===== config.mk =====
export PLATFORM = sky130hd
export DESIGN_NAME = cache_refill_ctrl
export DESIGN_NICKNAME = d
export VERILOG_FILES = /design/src/rtl/ve370_mem_pkg.sv /design/src/rtl/blk_beat_cnt.sv /design/src/rtl/cache_refill_ctrl.sv
export SDC_FILE = /design/constraint.sdc
export NUM_CORES = 1
export LEC_CHECK = 0
export BUFFER_PORTS_ARGS = -buffer_cell sky130_fd_sc_hd__buf_2
export CORE_MARGIN = 2
export CORE_UTILIZATION = 30
export DETAILED_ROUTE_END_ITERATION = 10
export PLACE_DENSITY_LB_ADDON = 0.25
export SLEW_MARGIN = 10
export SYNTH_ARGS = -nofsm -noshare
export SYNTH_HDL_FRONTEND = slang
export SYNTH_SLANG_ARGS = --single-unit
export TNS_END_PERCENT = 10

===== constraint.sdc =====
create_clock -name clk -period 1.65 [get_ports clk]
set_input_delay 0.495 -clock clk [delete_from_list [all_inputs] [get_ports clk]]
set_output_delay 0.495 -clock clk [all_outputs]
set_load 0.02 [all_outputs]

===== src/rtl/ve370_mem_pkg.sv =====
// Shared types and constants for the cache refill controller.
// Holds the refill FSM state enum, the address field layout and the block geometry.
package ve370_mem_pkg;

    localparam int unsigned ADDR_W   = 10;
    localparam int unsigned DATA_W   = 32;
    localparam int unsigned TAG_W    = 5;
    localparam int unsigned BEATS    = 4;
    localparam int unsigned BEAT_W   = $clog2(BEATS);

    // Byte-address layout: tag[9:5], set[4], word[3:2], byte[1:0]
    localparam int unsigned TAG_MSB  = 9;
    localparam int unsigned TAG_LSB  = 5;
    localparam int unsigned SET_BIT  = 4;
    localparam int unsigned WORD_MSB = 3;
    localparam int unsigned WORD_LSB = 2;

    typedef enum logic [1:0] {
        IDLE = 2'd0,
        WB   = 2'd1,
        FILL = 2'd2,
        DONE = 2'd3
    } refill_state_t;

endpackage


===== src/rtl/blk_beat_cnt.sv =====
// Beat counter shared by the write-back and refill phases.
// Ports:
//   clk, rst_n  clock, async active-low reset
//   i_clear     force the count back to beat 0
//   i_adv       advance one beat (wraps BEATS-1 -> 0)
//   i_offset    start word added to the count to form the word index
//   o_beat      raw beat count
//   o_idx       beat count plus offset, modulo BEATS
//   o_last      current beat is the final one of the phase
module blk_beat_cnt
    import ve370_mem_pkg::*;
(
    input  logic              clk,
    input  logic              rst_n,
    input  logic              i_clear,
    input  logic              i_adv,
    input  logic [BEAT_W-1:0] i_offset,
    output logic [BEAT_W-1:0] o_beat,
    output logic [BEAT_W-1:0] o_idx,
    output logic              o_last
);

    logic [BEAT_W-1:0] r_beat;

    // Natural power-of-two wrap returns the count to 0 at each phase end
    always_ff @(posedge clk or negedge rst_n) begin
        if (!rst_n) begin
            r_beat <= '0;
        end else if (i_clear) begin
            r_beat <= '0;
        end else if (i_adv) begin
            r_beat <= r_beat + BEAT_W'(1);
        end
    end

    assign o_beat = r_beat;
    assign o_idx  = r_beat + i_offset;
    assign o_last = (r_beat == BEAT_W'(BEATS - 1));

endmodule


===== src/rtl/cache_refill_ctrl.sv =====
// Block transfer sequencer between a 2-way data cache and main memory.
// On a miss: optional 4-word write-back of a dirty victim, then a 4-word refill.
// Optional feature macro: CRITICAL_WORD_FIRST_EN (refill starts at the missed word,
// adds the crit_valid output pulsing with the first fill write).
// Ports:
//   req/miss_addr/victim_dirty/victim_tag  miss request, captured when accepted in IDLE
//   wb_data/wb_word_idx                    victim word read-out from the cache
//   fill_we/fill_word/fill_data            refill write strobe into the cache
//   busy/done                              transaction status, done is a 1-cycle pulse
//   mem_req/mem_we/mem_addr/mem_wdata      memory beat request
//   mem_rdata/mem_ready                    memory beat completion
module cache_refill_ctrl
    import ve370_mem_pkg::*;
(
    input  logic              clk,
    input  logic              rst_n,
    input  logic              req,
    input  logic [ADDR_W-1:0] miss_addr,
    input  logic              victim_dirty,
    input  logic [TAG_W-1:0]  victim_tag,
    input  logic [DATA_W-1:0] wb_data,
    output logic [BEAT_W-1:0] wb_word_idx,
    output logic              fill_we,
    output logic [BEAT_W-1:0] fill_word,
    output logic [DATA_W-1:0] fill_data,
    output logic              busy,
    output logic              done,
    output logic              mem_req,
    output logic              mem_we,
    output logic [ADDR_W-1:0] mem_addr,
    output logic [DATA_W-1:0] mem_wdata,
    input  logic [DATA_W-1:0] mem_rdata,
    input  logic              mem_ready
`ifdef CRITICAL_WORD_FIRST_EN
    ,
    output logic              crit_valid
`endif
);

    refill_state_t     r_state;
    refill_state_t     w_state_nxt;
    logic [TAG_W-1:0]  r_miss_tag;
    logic [TAG_W-1:0]  r_victim_tag;
    logic              r_set;
    logic              w_accept;
    logic              w_cnt_clr;
    logic              w_cnt_adv;
    logic [BEAT_W-1:0] w_offset;
    logic [BEAT_W-1:0] w_beat;
    logic [BEAT_W-1:0] w_fword;
    logic              w_last;
    logic              w_unused;

    assign w_accept  = (r_state == IDLE) && req;
    assign w_cnt_clr = (r_state == IDLE);

`ifdef CRITICAL_WORD_FIRST_EN
    logic [BEAT_W-1:0] r_crit_word;

    always_ff @(posedge clk or negedge rst_n) begin
        if (!rst_n) begin
            r_crit_word <= '0;
        end else if (w_accept) begin
            r_crit_word <= miss_addr[WORD_MSB:WORD_LSB];
        end
    end

    assign w_offset = r_crit_word;
    assign w_unused = ^{miss_addr[WORD_LSB-1:0]};
`else
    assign w_offset = '0;
    assign w_unused = ^{miss_addr[WORD_MSB:0]};
`endif

    blk_beat_cnt u_beat_cnt (
        .clk      (clk),
        .rst_n    (rst_n),
        .i_clear  (w_cnt_clr),
        .i_adv    (w_cnt_adv),
        .i_offset (w_offset),
        .o_beat   (w_beat),
        .o_idx    (w_fword),
        .o_last   (w_last)
    );

    // State register plus capture of the miss context on the accepting edge
    always_ff @(posedge clk or negedge rst_n) begin
        if (!rst_n) begin
            r_state      <= IDLE;
            r_miss_tag   <= '0;
            r_victim_tag <= '0;
            r_set        <= 1'b0;
        end else begin
            r_state <= w_state_nxt;
            if (w_accept) begin
                r_miss_tag   <= miss_addr[TAG_MSB:TAG_LSB];
                r_victim_tag <= victim_tag;
                r_set        <= miss_addr[SET_BIT];
            end
        end
    end

    // Next-state and beat outputs; everything idles at zero outside WB/FILL/DONE
    always_comb begin
        w_state_nxt = r_state;
        w_cnt_adv   = 1'b0;
        busy        = 1'b0;
        done        = 1'b0;
        mem_req     = 1'b0;
        mem_we      = 1'b0;
        mem_addr    = '0;
        mem_wdata   = '0;
        wb_word_idx = '0;
        fill_we     = 1'b0;
        fill_word   = '0;
        fill_data   = '0;
`ifdef CRITICAL_WORD_FIRST_EN
        crit_valid  = 1'b0;
`endif
        case (r_state)
            IDLE: begin
                if (req) begin
                    w_state_nxt = victim_dirty ? WB : FILL;
                end
            end
            WB: begin
                busy        = 1'b1;
                mem_req     = 1'b1;
                mem_we      = 1'b1;
                mem_addr    = {r_victim_tag, r_set, w_beat, 2'b00};
                wb_word_idx = w_beat;
                mem_wdata   = wb_data;
                if (mem_ready) begin
                    w_cnt_adv = 1'b1;
                    if (w_last) begin
                        w_state_nxt = FILL;
                    end
                end
            end
            FILL: begin
                busy     = 1'b1;
                mem_req  = 1'b1;
                mem_addr = {r_miss_tag, r_set, w_fword, 2'b00};
                if (mem_ready) begin
                    w_cnt_adv = 1'b1;
                    fill_we   = 1'b1;
                    fill_word = w_fword;
                    fill_data = mem_rdata;
`ifdef CRITICAL_WORD_FIRST_EN
                    crit_valid = (w_beat == '0);
`endif
                    if (w_last) begin
                        w_state_nxt = DONE;
                    end
                end
            end
            DONE: begin
                busy        = 1'b1;
                done        = 1'b1;
                w_state_nxt = IDLE;
            end
            default: begin
                w_state_nxt = IDLE;
            end
        endcase
    end

endmodule


==> flow_metrics.py <==
metrics = {
    "place": {
        "dp.cells": 370,
        "dpl.hpwl_mm": 3.659,
        "gp_congestion": 0.7343,
        "portBuffers": 160,
        "placed_area_sq_um": 2405,
    },
    "clocking": {
        "cts_buffer_depth": 2,
        "insertion_delay_ns": 0.24,
        "path_clk_slew_ns": 0.07,
        "cts_made_buffers": 3,
        "htreeDepth": 1,
        "cts_hold_buf": 0,
        "cts.sinks": 15,
        "root_buffer": "clkbuf_8",
        "tritoncts": "yes",
    },
    "global_route": {
        "antenna_found_initial": 0,
        "grt_pass1_wl_mm": 7.645,
        "grt_pass1_vias": 1666,
        "busiest_layer": "met2",
        "met1_usage_pct": 21.65,
        "met2_usage_pct": 33.64,
        "grt_max_degree": 39,
        "track_usage_pct": 17.84,
        "grt_overflow": 0,
        "use_met3_pct": 3.094,
    },
    "die": {
        "die_w_um": 71.80,
        "die_h_um": 71.80,
        "dieArea_sq_um": 5155,
        "rows": 24,
        "start_util_pct": 31.45,
        "ios": 167,
        "fp.coreArea_sq_um": 4384,
    },
    "detailed_routing": {
        "drt_iter0_markers": 16,
        "wire_per_inst_um": 13.45,
        "drt_pass1_iterations": 4,
        "vias": 1704,
        "drt_wl_total_mm": 5.056,
        "ant_nets": 0,
        "post-route-drc-count": 0,
        "via_per_inst": 4.532,
    },
    "worst_setup_path": {
        "worst_ep_arrival_time_ns": 1.45,
        "cp-end-kind": "primary output",
        "timing.rr.end": "r_miss_tag[0]",
        "crit_chain": "buf_4 -> ha_4 -> buf_12 -> o211a_1 -> buf_6",
        "worst_setup_path_startpoint": "r_state[0]",
        "r2r_slack_ns": 0.06,
        "path_max_fanout": 12,
        "required_ns": 1.15,
        "reg2regPathDepth": 7,
        "cp_slowest_stage_delay_ns": 0.39,
        "cp-start-kind": "flip-flop",
        "cp_slowest_cell": "dfrtp_1",
        "reg2reg_from": "r_state[1]",
        "endpoint": "mem_addr[2]",
        "crit_type": "reg2out",
    },
    "yosys": {
        "yosysUniqueCellTypes": 28,
        "syn_inst": 158,
        "syn_avg_cell_area_sq_um": 8.727,
        "ys_seq_area_share_pct": 27.22,
        "ys_ff_latch": 15,
        "yosysWarnings": 0,
        "syn_area_sq_um": 1379,
    },
    "layout": {
        "fin_nets": 417,
        "fin_area_sq_um": 3027,
        "drive_above_1_share_pct": 77.78,
        "final_cells": 376,
        "diodes": 0,
        "synthToLayoutAreaGrowth_pct": 119.5,
    },
    "worst_hold_path": {
        "worstHoldPathType": "in2async",
    },
    "sta": {
        "whs_ns": 0.1473,
        "clock_skew_ns": 0.007716,
        "slew_violations": 0,
        "tns_ns": -18.08,
        "final.setup.worst_slack_ns": -0.2966,
        "max_freq_mhz": 513.7,
        "finalCritPeriodShare_pct": 118.0,
        "setup_violations": 80,
        "min_period_ns": 1.947,
        "rsz0062_at_grt": "yes",
        "hold_violations": 0,
    },
    "power": {
        "vdd.ir_drop.worst_v": 0.0009523,
        "power_leakage_nw": 1.656,
        "report.power.total_mw": 4.696,
        "power.density_nw_per_um2": 1552,
    },
    "status": {
        "violations": "setup timing",
        "status": "complete, but fails checks",
    },
    "job": {
        "drv_cap": 0,
    },
}
power by group:
part / internal, mW / switching (mW) / total (mW) / leakage (nW)
sequential: 0.557 / 0.161 / 0.718 / 0.179
clock: 0.167 / 0.126 / 0.293 / 0.0255
combinational: 1.95 / 1.73 / 3.69 / 1.45
registers in the layout (all words and copies together), names as in the netlist:
register           flops
r_miss_tag             5
r_set                  1
r_state                2
u_beat_cnt.o_beat      2
r_victim_tag           5
cell families after synthesis:
| logic type | count (synthesis) | share of synthesized area, % |
|---|---|---|
| simple gates | 87 | 38.84 |
| buf+inv | 21 | 7.168 |
| flops | 15 | 27.22 |
| compound gates | 14 | 6.896 |
| mux | 11 | 11.71 |
| fa+ha+maj | 8 | 7.260 |
| other cells | 1 | 0.2720 |
| xor+xnor | 1 | 0.6353 |
critical path: cells and delay by family, from the launching register on:
family,cells,cell delay (ns)
flip-flops,1,0.39
AO/OA/AOI/OAI,1,0.22
buffers and inverters,3,0.43
adder cells (fa/ha/maj),1,0.17
per-stage QoR:
step	utilization [%]	setup slack [ns]
after floorplan	-	-0.03144
after global placement	54.85	-0.1279
after detailed placement	54.85	-0.1493
after CTS	63.81	-0.3154
after global routing	69.04	-0.3546
final	69.04	-0.2966
synth_stat cells:
| master | instances | area (sq um) |
|---|---|---|
| clkbuf_1 | 9 | 33.78 |
| conb_1 | 1 | 3.750 |
| nand2b_1 | 1 | 6.260 |
| xor2_1 | 1 | 8.760 |
| nand2_1 | 2 | 7.510 |
| buf_2 | 4 | 20.02 |
| o211a_1 | 1 | 10.01 |
| nor2_1 | 3 | 11.26 |
| mux2_4 | 10 | 150.1 |
| buf_6 | 1 | 11.26 |
| o21ai_0 | 2 | 10.01 |
| buf_4 | 2 | 15.01 |
| nand3_1 | 2 | 10.01 |
| nand3b_1 | 1 | 7.510 |
| inv_1 | 5 | 18.77 |
| or2_2 | 1 | 6.260 |
| nand4b_1 | 2 | 17.52 |
| and3_1 | 34 | 212.7 |
| and2_1 | 35 | 219.0 |
| a22oi_1 | 5 | 37.54 |
| ha_1 | 8 | 100.1 |
| a21oi_1 | 2 | 10.01 |
| nor2b_1 | 5 | 31.28 |
| mux2_2 | 1 | 11.26 |
| dfrtp_1 | 15 | 375.4 |
| nand2_2 | 1 | 6.260 |
| a31oi_1 | 2 | 12.51 |
| o21bai_1 | 2 | 15.01 |
layout make-up:
| cell class | count | area, sq um |
|---|---|---|
| Clock inverter | 1 | 5.005 |
| Multi-Input combinational cell | 123 | 1091 |
| Inverter | 5 | 21.27 |
| Sequential cell | 15 | 376.6 |
| Timing Repair Buffer | 177 | 1426 |
| Clock buffer | 3 | 41.29 |
| Tap cell | 52 | 65.06 |
| Fill cell | 350 | 1358 |
worst min-delay path by stage:
stage               start               to  slack, ns  depth (start not counted)
floorplan           rst_n    r_miss_tag[0]       0.20                          0
global placement    rst_n  r_victim_tag[4]       0.42                          1
detailed placement  rst_n  r_victim_tag[4]       0.42                          1
CTS                 rst_n  r_victim_tag[4]       0.15                          1
global route        rst_n  r_victim_tag[4]       0.17                          1
finish              rst_n  r_victim_tag[1]       0.15                          1
timing repair:
| action | CTS | global route |
|---|---|---|
| gates resized for setup | 98 | 71 |
| pin swaps | 2 | 6 |
| endpoints found under the setup margin | 80 | 90 |
| setup buffers | 2 | 0 |
metal layers:
layer  vias to the layer above  share of wire, %
met1                       774                38
li1                        865                 -
met4                         0              0.30
met5                         -                 0
met2                        63                56
met3                         2               6.1
cell usage in the layout (no fill, tap or decap), types with 10 or more instances in the layout:
master	instances
dfrtp_1	14
mux2_4	10
and3_2	29
and2_1	32
buf_6	62
buf_2	82
buf_4	27
Note: power is estimated with default switching activity, not from simulation.
